File: config.mk
export PLATFORM = sky130hd
export DESIGN_NAME = serial_sub_8
export DESIGN_NICKNAME = d
export VERILOG_FILES = /design/src/rtl/serial_sub_8.sv
export SDC_FILE = /design/constraint.sdc
export NUM_CORES = 1
export LEC_CHECK = 0
export CAP_MARGIN = 20
export CORE_MARGIN = 4
export CORE_UTILIZATION = 45
export DETAILED_ROUTE_END_ITERATION = 6
export GPL_TIMING_DRIVEN = 0
export PLACE_DENSITY = 0.76
export RECOVER_POWER = 25
export SLEW_MARGIN = 15
export SYNTH_ARGS = -nofsm -noshare
export SYNTH_HDL_FRONTEND = slang
export SYNTH_SLANG_ARGS = --single-unit
export TNS_END_PERCENT = 30
File: constraint.sdc
create_clock -name clk -period 1.4 [get_ports clk]
set_clock_uncertainty 0.05 [all_clocks]
set_input_delay 0.28 -clock clk [delete_from_list [all_inputs] [get_ports clk]]
set_output_delay 0.28 -clock clk [all_outputs]
set_load 0.1 [all_outputs]
File: src/rtl/serial_sub_8.sv
// Bit-serial subtractor d = a - b - bin, one bit per clock, LSB first, with valid/ready on both sides.
// Optional signed overflow output enabled by defining SUB_OVF_EN.
//
// state  | meaning
// IDLE   | waiting for operands, in_ready=1
// RUN    | processing one bit per clock
// DONE   | result presented, out_valid=1 until out_ready
module serial_sub_8 #(
  parameter int WIDTH = 8,
  parameter int CNT_W = 4
) (
  input  logic             clk,
  input  logic             rst_n,
  input  logic             in_valid,
  output logic             in_ready,
  input  logic [WIDTH-1:0] a,
  input  logic [WIDTH-1:0] b,
  input  logic             bin,
  output logic             out_valid,
  input  logic             out_ready,
  output logic [WIDTH-1:0] d,
  output logic             bout
`ifdef SUB_OVF_EN
  ,
  output logic             ovf
`endif
);

  typedef enum logic [1:0] {
    S_IDLE = 2'd0,
    S_RUN  = 2'd1,
    S_DONE = 2'd2
  } state_t;

  state_t           r_state;
  state_t           w_state_nxt;
  logic [WIDTH-1:0] r_sa;
  logic [WIDTH-1:0] r_sb;
  logic [WIDTH-1:0] r_res;
  logic             r_br;
  logic [CNT_W-1:0] r_cnt;

  logic w_x;
  logic w_y;
  logic w_diff;
  logic w_br_nxt;
  logic w_last;
  logic w_capture;

  assign w_x       = r_sa[0];
  assign w_y       = r_sb[0];
  assign w_diff    = w_x ^ w_y ^ r_br;
  assign w_br_nxt  = (~w_x & w_y) | (~(w_x ^ w_y) & r_br);
  assign w_last    = (r_cnt == CNT_W'(WIDTH - 1));
  assign w_capture = in_valid & (r_state == S_IDLE);

  always_ff @(posedge clk or negedge rst_n) begin
    if (!rst_n) r_state <= S_IDLE;
    else        r_state <= w_state_nxt;
  end

  always_comb begin
    w_state_nxt = r_state;
    in_ready    = 1'b0;
    out_valid   = 1'b0;
    case (r_state)
      S_IDLE: begin
        in_ready = 1'b1;
        if (in_valid) w_state_nxt = S_RUN;
      end
      S_RUN: begin
        if (w_last) w_state_nxt = S_DONE;
      end
      S_DONE: begin
        out_valid = 1'b1;
        if (out_ready) w_state_nxt = S_IDLE;
      end
      default: w_state_nxt = S_IDLE;
    endcase
  end

  // Result shifts in from the MSB so that after WIDTH bits it is aligned.
  always_ff @(posedge clk or negedge rst_n) begin
    if (!rst_n) begin
      r_sa  <= '0;
      r_sb  <= '0;
      r_res <= '0;
      r_br  <= 1'b0;
      r_cnt <= '0;
    end else if (w_capture) begin
      r_sa  <= a;
      r_sb  <= b;
      r_br  <= bin;
      r_cnt <= '0;
    end else if (r_state == S_RUN) begin
      r_sa  <= r_sa >> 1;
      r_sb  <= r_sb >> 1;
      r_res <= {w_diff, r_res[WIDTH-1:1]};
      r_br  <= w_br_nxt;
      r_cnt <= r_cnt + 1'b1;
    end
  end

  assign d    = r_res;
  assign bout = r_br;

`ifdef SUB_OVF_EN
  logic [1:0] r_sign;

  always_ff @(posedge clk or negedge rst_n) begin
    if (!rst_n)         r_sign <= 2'b00;
    else if (w_capture) r_sign <= {a[WIDTH-1], b[WIDTH-1]};
  end

  // Sign register resets to equal bits, so ovf reads 0 out of reset.
  assign ovf = (r_sign[1] != r_sign[0]) & (r_res[WIDTH-1] != r_sign[1]);
`endif

endmodule
Word-level counts from Yosys, hierarchy flattened

Index checks and enable logic that the tools add are counted.

Output and inout bits: 11
Flip-flop bits (word level): 31
Word-level logic and storage cells: 40

Mux-type cells: 14
Equality and inequality tests: 6
Add/sub/neg operators: 1
Reduce and logical (&&, ||, !) cells: 4
Bitwise gates (word level): 9

Operator list:

| operator            | count |
|---|---|
| $mux 8              | 4 |
| $mux 4              | 2 |
| $mux 2              | 3 |
| $ne 2x2->1 const B  | 3 |
| $pmux 2 s3          | 1 |
| $add 4x1->4 const B | 1 |
| $eq 4x3->1 const B  | 1 |
| $mux 1              | 4 |
| $and 1x1->1         | 3 |
| $not 1->1           | 3 |
| $reduce_and 3->1    | 1 |
| $eq 2x1->1 const B  | 1 |
| $eq 2x2->1 const B  | 1 |
| $logic_not 2->1     | 1 |
| $reduce_and 2->1    | 1 |
| $reduce_bool 2->1   | 1 |
| $xor 1x1->1         | 2 |
| $or 1x1->1          | 1 |

Longest topological paths before layout

Word-level depth: 6
Gate-level depth with buffers: 5
Depth with buffers taken out: 4

Worst setup path before layout

Ideal clock, no wire load.

Path kind: reg-to-output
Start point: register r_state[0]
End point: output in_ready
Data required time: 1070 ps
Arrival: 1695 ps
Stages on the path, launching flop included: 2
Path slack: -625 ps
Cells stage by stage: dfrtp_1 -> nor2_1

Word-level cells in the longest chain between the ends: 2

Ends and longest elaborated chain:

| element                  | RTL line | text |
|---|---|---|
| start: declaration       | 35       | `state_t r_state;` |
| start signal: assignment | 59       | `else r_state <= w_state_nxt;` |
| $logic_not 2->1          | 66       | `case (r_state)` |
| $mux 1                   | 66       |  |
| end: declaration         | 15       | `output logic in_ready,` |

No other way between the ends.

Worst setup path after layout

Start point: register r_state[0]
End point: output out_valid

Word-level cells in the longest chain between the ends: 2

Ends and longest elaborated chain:

| element          | RTL line | text |
|---|---|---|
| $eq 2x2->1       | 66       |  |
| $mux 1           | 66       |  |
| end: declaration | 19       | `output logic out_valid,` |

No other way between the ends.

==> impl_results.md <==
- Outcome: finished, violations left
- Violations in the final reports: negative setup slack
- Slew Limit Headroom: 0.506
- Clock latency on the worst-skew pair: 0.33 ns
- Synth Warn #: 0
- Met3 wire length: 192 um
- Count of nets after finishing: 204
- GRT Overall Usage: 0.165
- CP max stage delay: 0.45 ns
- Worst Path Arrival: 1.15 ns
- Library cell with the largest summed area after synthesis: sky130_fd_sc_hd__dfrtp_1
- Detailed Routing Iterations Pass 1: 6
- Tcrit/Tclk final: 1.06
- Category of the most critical setup path: flop to output port
- Number of clock sinks: 31
- CTS clock-pin slew for the worst setup and hold paths: 0.11 ns
- Core area: 0.00281 sq mm
- Total global routing overflow: 0
- Max-Cap Viols: 0
- Area after detailed placement: 0.00169 sq mm
- Largest cells by area after synthesis: sky130_fd_sc_hd__dfrtp_1 (58%), sky130_fd_sc_hd__nand2_1 (17%), sky130_fd_sc_hd__a22oi_1 (7.8%), sky130_fd_sc_hd__buf_2 (2.2%), sky130_fd_sc_hd__nand2b_1 (1.9%)
- Largest fanout on the critical path: 4
- Die boundary width: 62.6 um
- Bufs and invs on worst path: 2
- FFs w/ async S/R, synth: 1.00
- Routability Congestion: 0.762
- Routed wire length on met2: 1.35 mm
- Endpoint kind of the worst setup timing path: output port
- Vias: 1093
- Maximum level of the CTS H-tree: 2
- Worst vdd rail ir drop: 1.04 mV
- Global-route wire length before repair: 5.08 mm
- Highest routed metal layer: met4
- Number of antenna cells inserted: 0
- Ordered cell list for the critical path: nand2b_4 -> inv_4 -> buf_12
- Critical path depth in cells: 3
- Count of cell types in the netlist: 22
- Hold Path Stages: 3
- Sum of routed wire length over all layers: 2.86 mm
- Post-detail-place hpwl: 2.05 mm
- Worst min-delay path category: primary input to flop
- CTS root buf: sky130_fd_sc_hd__clkbuf_4
- Post-route standard cell area excluding fillers: 0.00183 sq mm
- Number of hold violations in the final report: 0
- Seq. cell area: 779 sq um
- Required time of the critical path: 1.07 ns
- FP Rows: 19
- Initial core utilization: 0.478
- Avg WL per Cell: 13.4 um
- Count of buffers inserted at the top-level ports: 31
- Routed metal-1 wire length: 1.28 mm
- Ys flop type: sky130_fd_sc_hd__dfrtp_1
- Most used standard cells in the synthesized netlist: sky130_fd_sc_hd__nand2_1 (60), sky130_fd_sc_hd__dfrtp_1 (31), sky130_fd_sc_hd__a22oi_1 (14)
- Portion of the post-synthesis area used by sequential elements: 0.579
- Max Freq: 677 MHz
- Netlist Area Pre-Place: 0.00134 sq mm
- Hold Startpoint: b[7]
- R2R Path Start: r_state[0]
- Multi-input logic area: 542 sq um
- DIE HEIGHT: 62.6 um
- Slack of the critical path: -0.0774 ns
- Maximum number of pins on one net before global-route repair: 32
- Number of DRC violations after detailed-routing iteration 0: 74
- Setup violators final: 2
- CTS tree: done
- Mean number of vias per cell: 5.13
- Setup repair after global routing missed its margin: yes
- Total die area: 0.00392 sq mm
- Share of cells above drive strength 1: 0.220
- Cell with the most instances after synthesis: sky130_fd_sc_hd__nand2_1
- CTS Buffer Depth: 2
- Final core utilization: 0.653
- Net count of the mapped netlist: 162
- Number of synthesized flops with an enable pin: 0
- Syn_area_per_cell: 9.64 sq um
- Dominant delay contributor by cell family on the critical path: flip-flops
- Cells after Synth: 139
- Transition time at the pin with the least slew margin: 0.741 ns
- Number of antenna-violating nets in the routed design: 0
- Share of the synthesized area in the top cell type: 0.579
- Number of buffers added by the clock tree synthesis step: 5
- Vias in the first global route: 1143
- CP max stage cell: sky130_fd_sc_hd__dfrtp_2
- Initial antenna violation count: 0
- Worst setup SP type: flop
- Final max-slew violation count: 0
- Power density cells: 2470 mW/mm^2
- Filler Cell Count: 235
- Count of state elements after synthesis: 31
- Leakage power total: 0.918 nW
- Layout area overhead: 36.7%
- DRC: 0
- Top-level port count: 32
- Time the final worst path needs with I/O delays and setup: 1.48 ns
- Beginning of the critical path: r_state[0]
- R2R depth: 5
-- tightest hold or removal path, cell delays in order --
cell                              delay [ns]
sky130_fd_sc_hd__clkdlybuf4s50_1        0.39
sky130_fd_sc_hd__nand2_1                0.05
sky130_fd_sc_hd__o21ai_1                0.05
-- path summary, 6_finish.rpt --
| path | to | slack [ns] |
|---|---|---|
| max in group asynchronous | r_state[0] | 0.29 |
| max reg2reg | r_sb[0] | 0.03 |
| max | out_valid | -0.08 |
| min reg2reg | d[0] | 0.43 |
| min | r_sb[7] | 0.42 |
| min in group asynchronous | d[4] | 0.49 |
-- what timing repair did --
| action | 4_1_cts | 5_1_grt |
|---|---|---|
| hold buffers | 1 | 0 |
| pin swaps | 0 | 1 |
| setup buffers | 1 | 2 |
| resized for setup | 77 | 14 |
| hold endpoints to repair | 31 | 0 |
| setup endpoints to repair | 21 | 28 |
-- cell type report --
class	count	share of cell area
flip-flops and latches	31	0.426
clock buffers	5	0.0205
plain buffers	8	0.0362
repair buffers	35	0.185
inverters	3	0.00751
multi-input cells	97	0.296
well taps	31	0.0212
clock inverters	3	0.00820
-- per-stage QoR --
step	cells	hold slack, ns	setup WS [ns]	power [mW]	setup TNS [ns]
2_1_floorplan	139	-0.0656	-0.140	3.32	-0.254
3_3_place_gp	201	0.408	-0.738	3.84	-25.39
3_5_place_dp	201	0.305	-0.795	3.93	-10.34
4_1_cts	211	0.415	-0.0930	4.46	-1.55
5_1_grt	213	0.423	-0.119	4.86	-0.537
6_report	213	0.419	-0.0774	4.53	-0.140
-- placed cells by master (no fill, tap or decap), types with 2 or more instances in the layout --
master,instances
sky130_fd_sc_hd__o21ai_0,3
sky130_fd_sc_hd__buf_4,13
sky130_fd_sc_hd__clkbuf_4,6
sky130_fd_sc_hd__inv_1,2
sky130_fd_sc_hd__buf_6,4
sky130_fd_sc_hd__o21ai_1,2
sky130_fd_sc_hd__dfrtp_2,3
sky130_fd_sc_hd__nand2_1,60
sky130_fd_sc_hd__clkinv_2,3
sky130_fd_sc_hd__clkdlybuf4s50_1,19
sky130_fd_sc_hd__buf_12,2
sky130_fd_sc_hd__buf_2,2
sky130_fd_sc_hd__a22oi_1,13
sky130_fd_sc_hd__dfrtp_1,28
sky130_fd_sc_hd__nand2b_1,3
-- per-layer routing --
metal  GRT usage  vias up
met5           0        -
met4      0.0771        0
met3      0.0504        5
met2       0.266       36
met1       0.200      511
li1            -      541
-- state kept, by name (all words and copies together), names as in the netlist --
| name | flops |
|---|---|
| r_sa | 8 |
| r_state | 2 |
| r_sb | 8 |
| r_cnt | 4 |
| bout | 1 |
| d | 8 |
-- report_power, final --
| group | switching (mW) | total, mW | internal [mW] |
|---|---|---|---|
| Combinational | 1.68 | 2.48 | 0.799 |
| Sequential | 0.272 | 1.55 | 1.28 |
| Clock | 0.307 | 0.494 | 0.187 |
| Total | 2.26 | 4.53 | 2.27 |
-- kinds of logic (layout without fill, tap and decap cells) --
| kind of cell | count (synthesis) | in the layout | share of synthesized area |
|---|---|---|---|
| buf+inv | 11 | 54 | 0.0420 |
| simple gates | 70 | 70 | 0.217 |
| compound gates | 24 | 24 | 0.131 |
| fa+ha+maj | 2 | 2 | 0.0243 |
| mux | 1 | 1 | 0.00747 |
| flops | 31 | 31 | 0.579 |
Power figures use the tool's default switching activity.
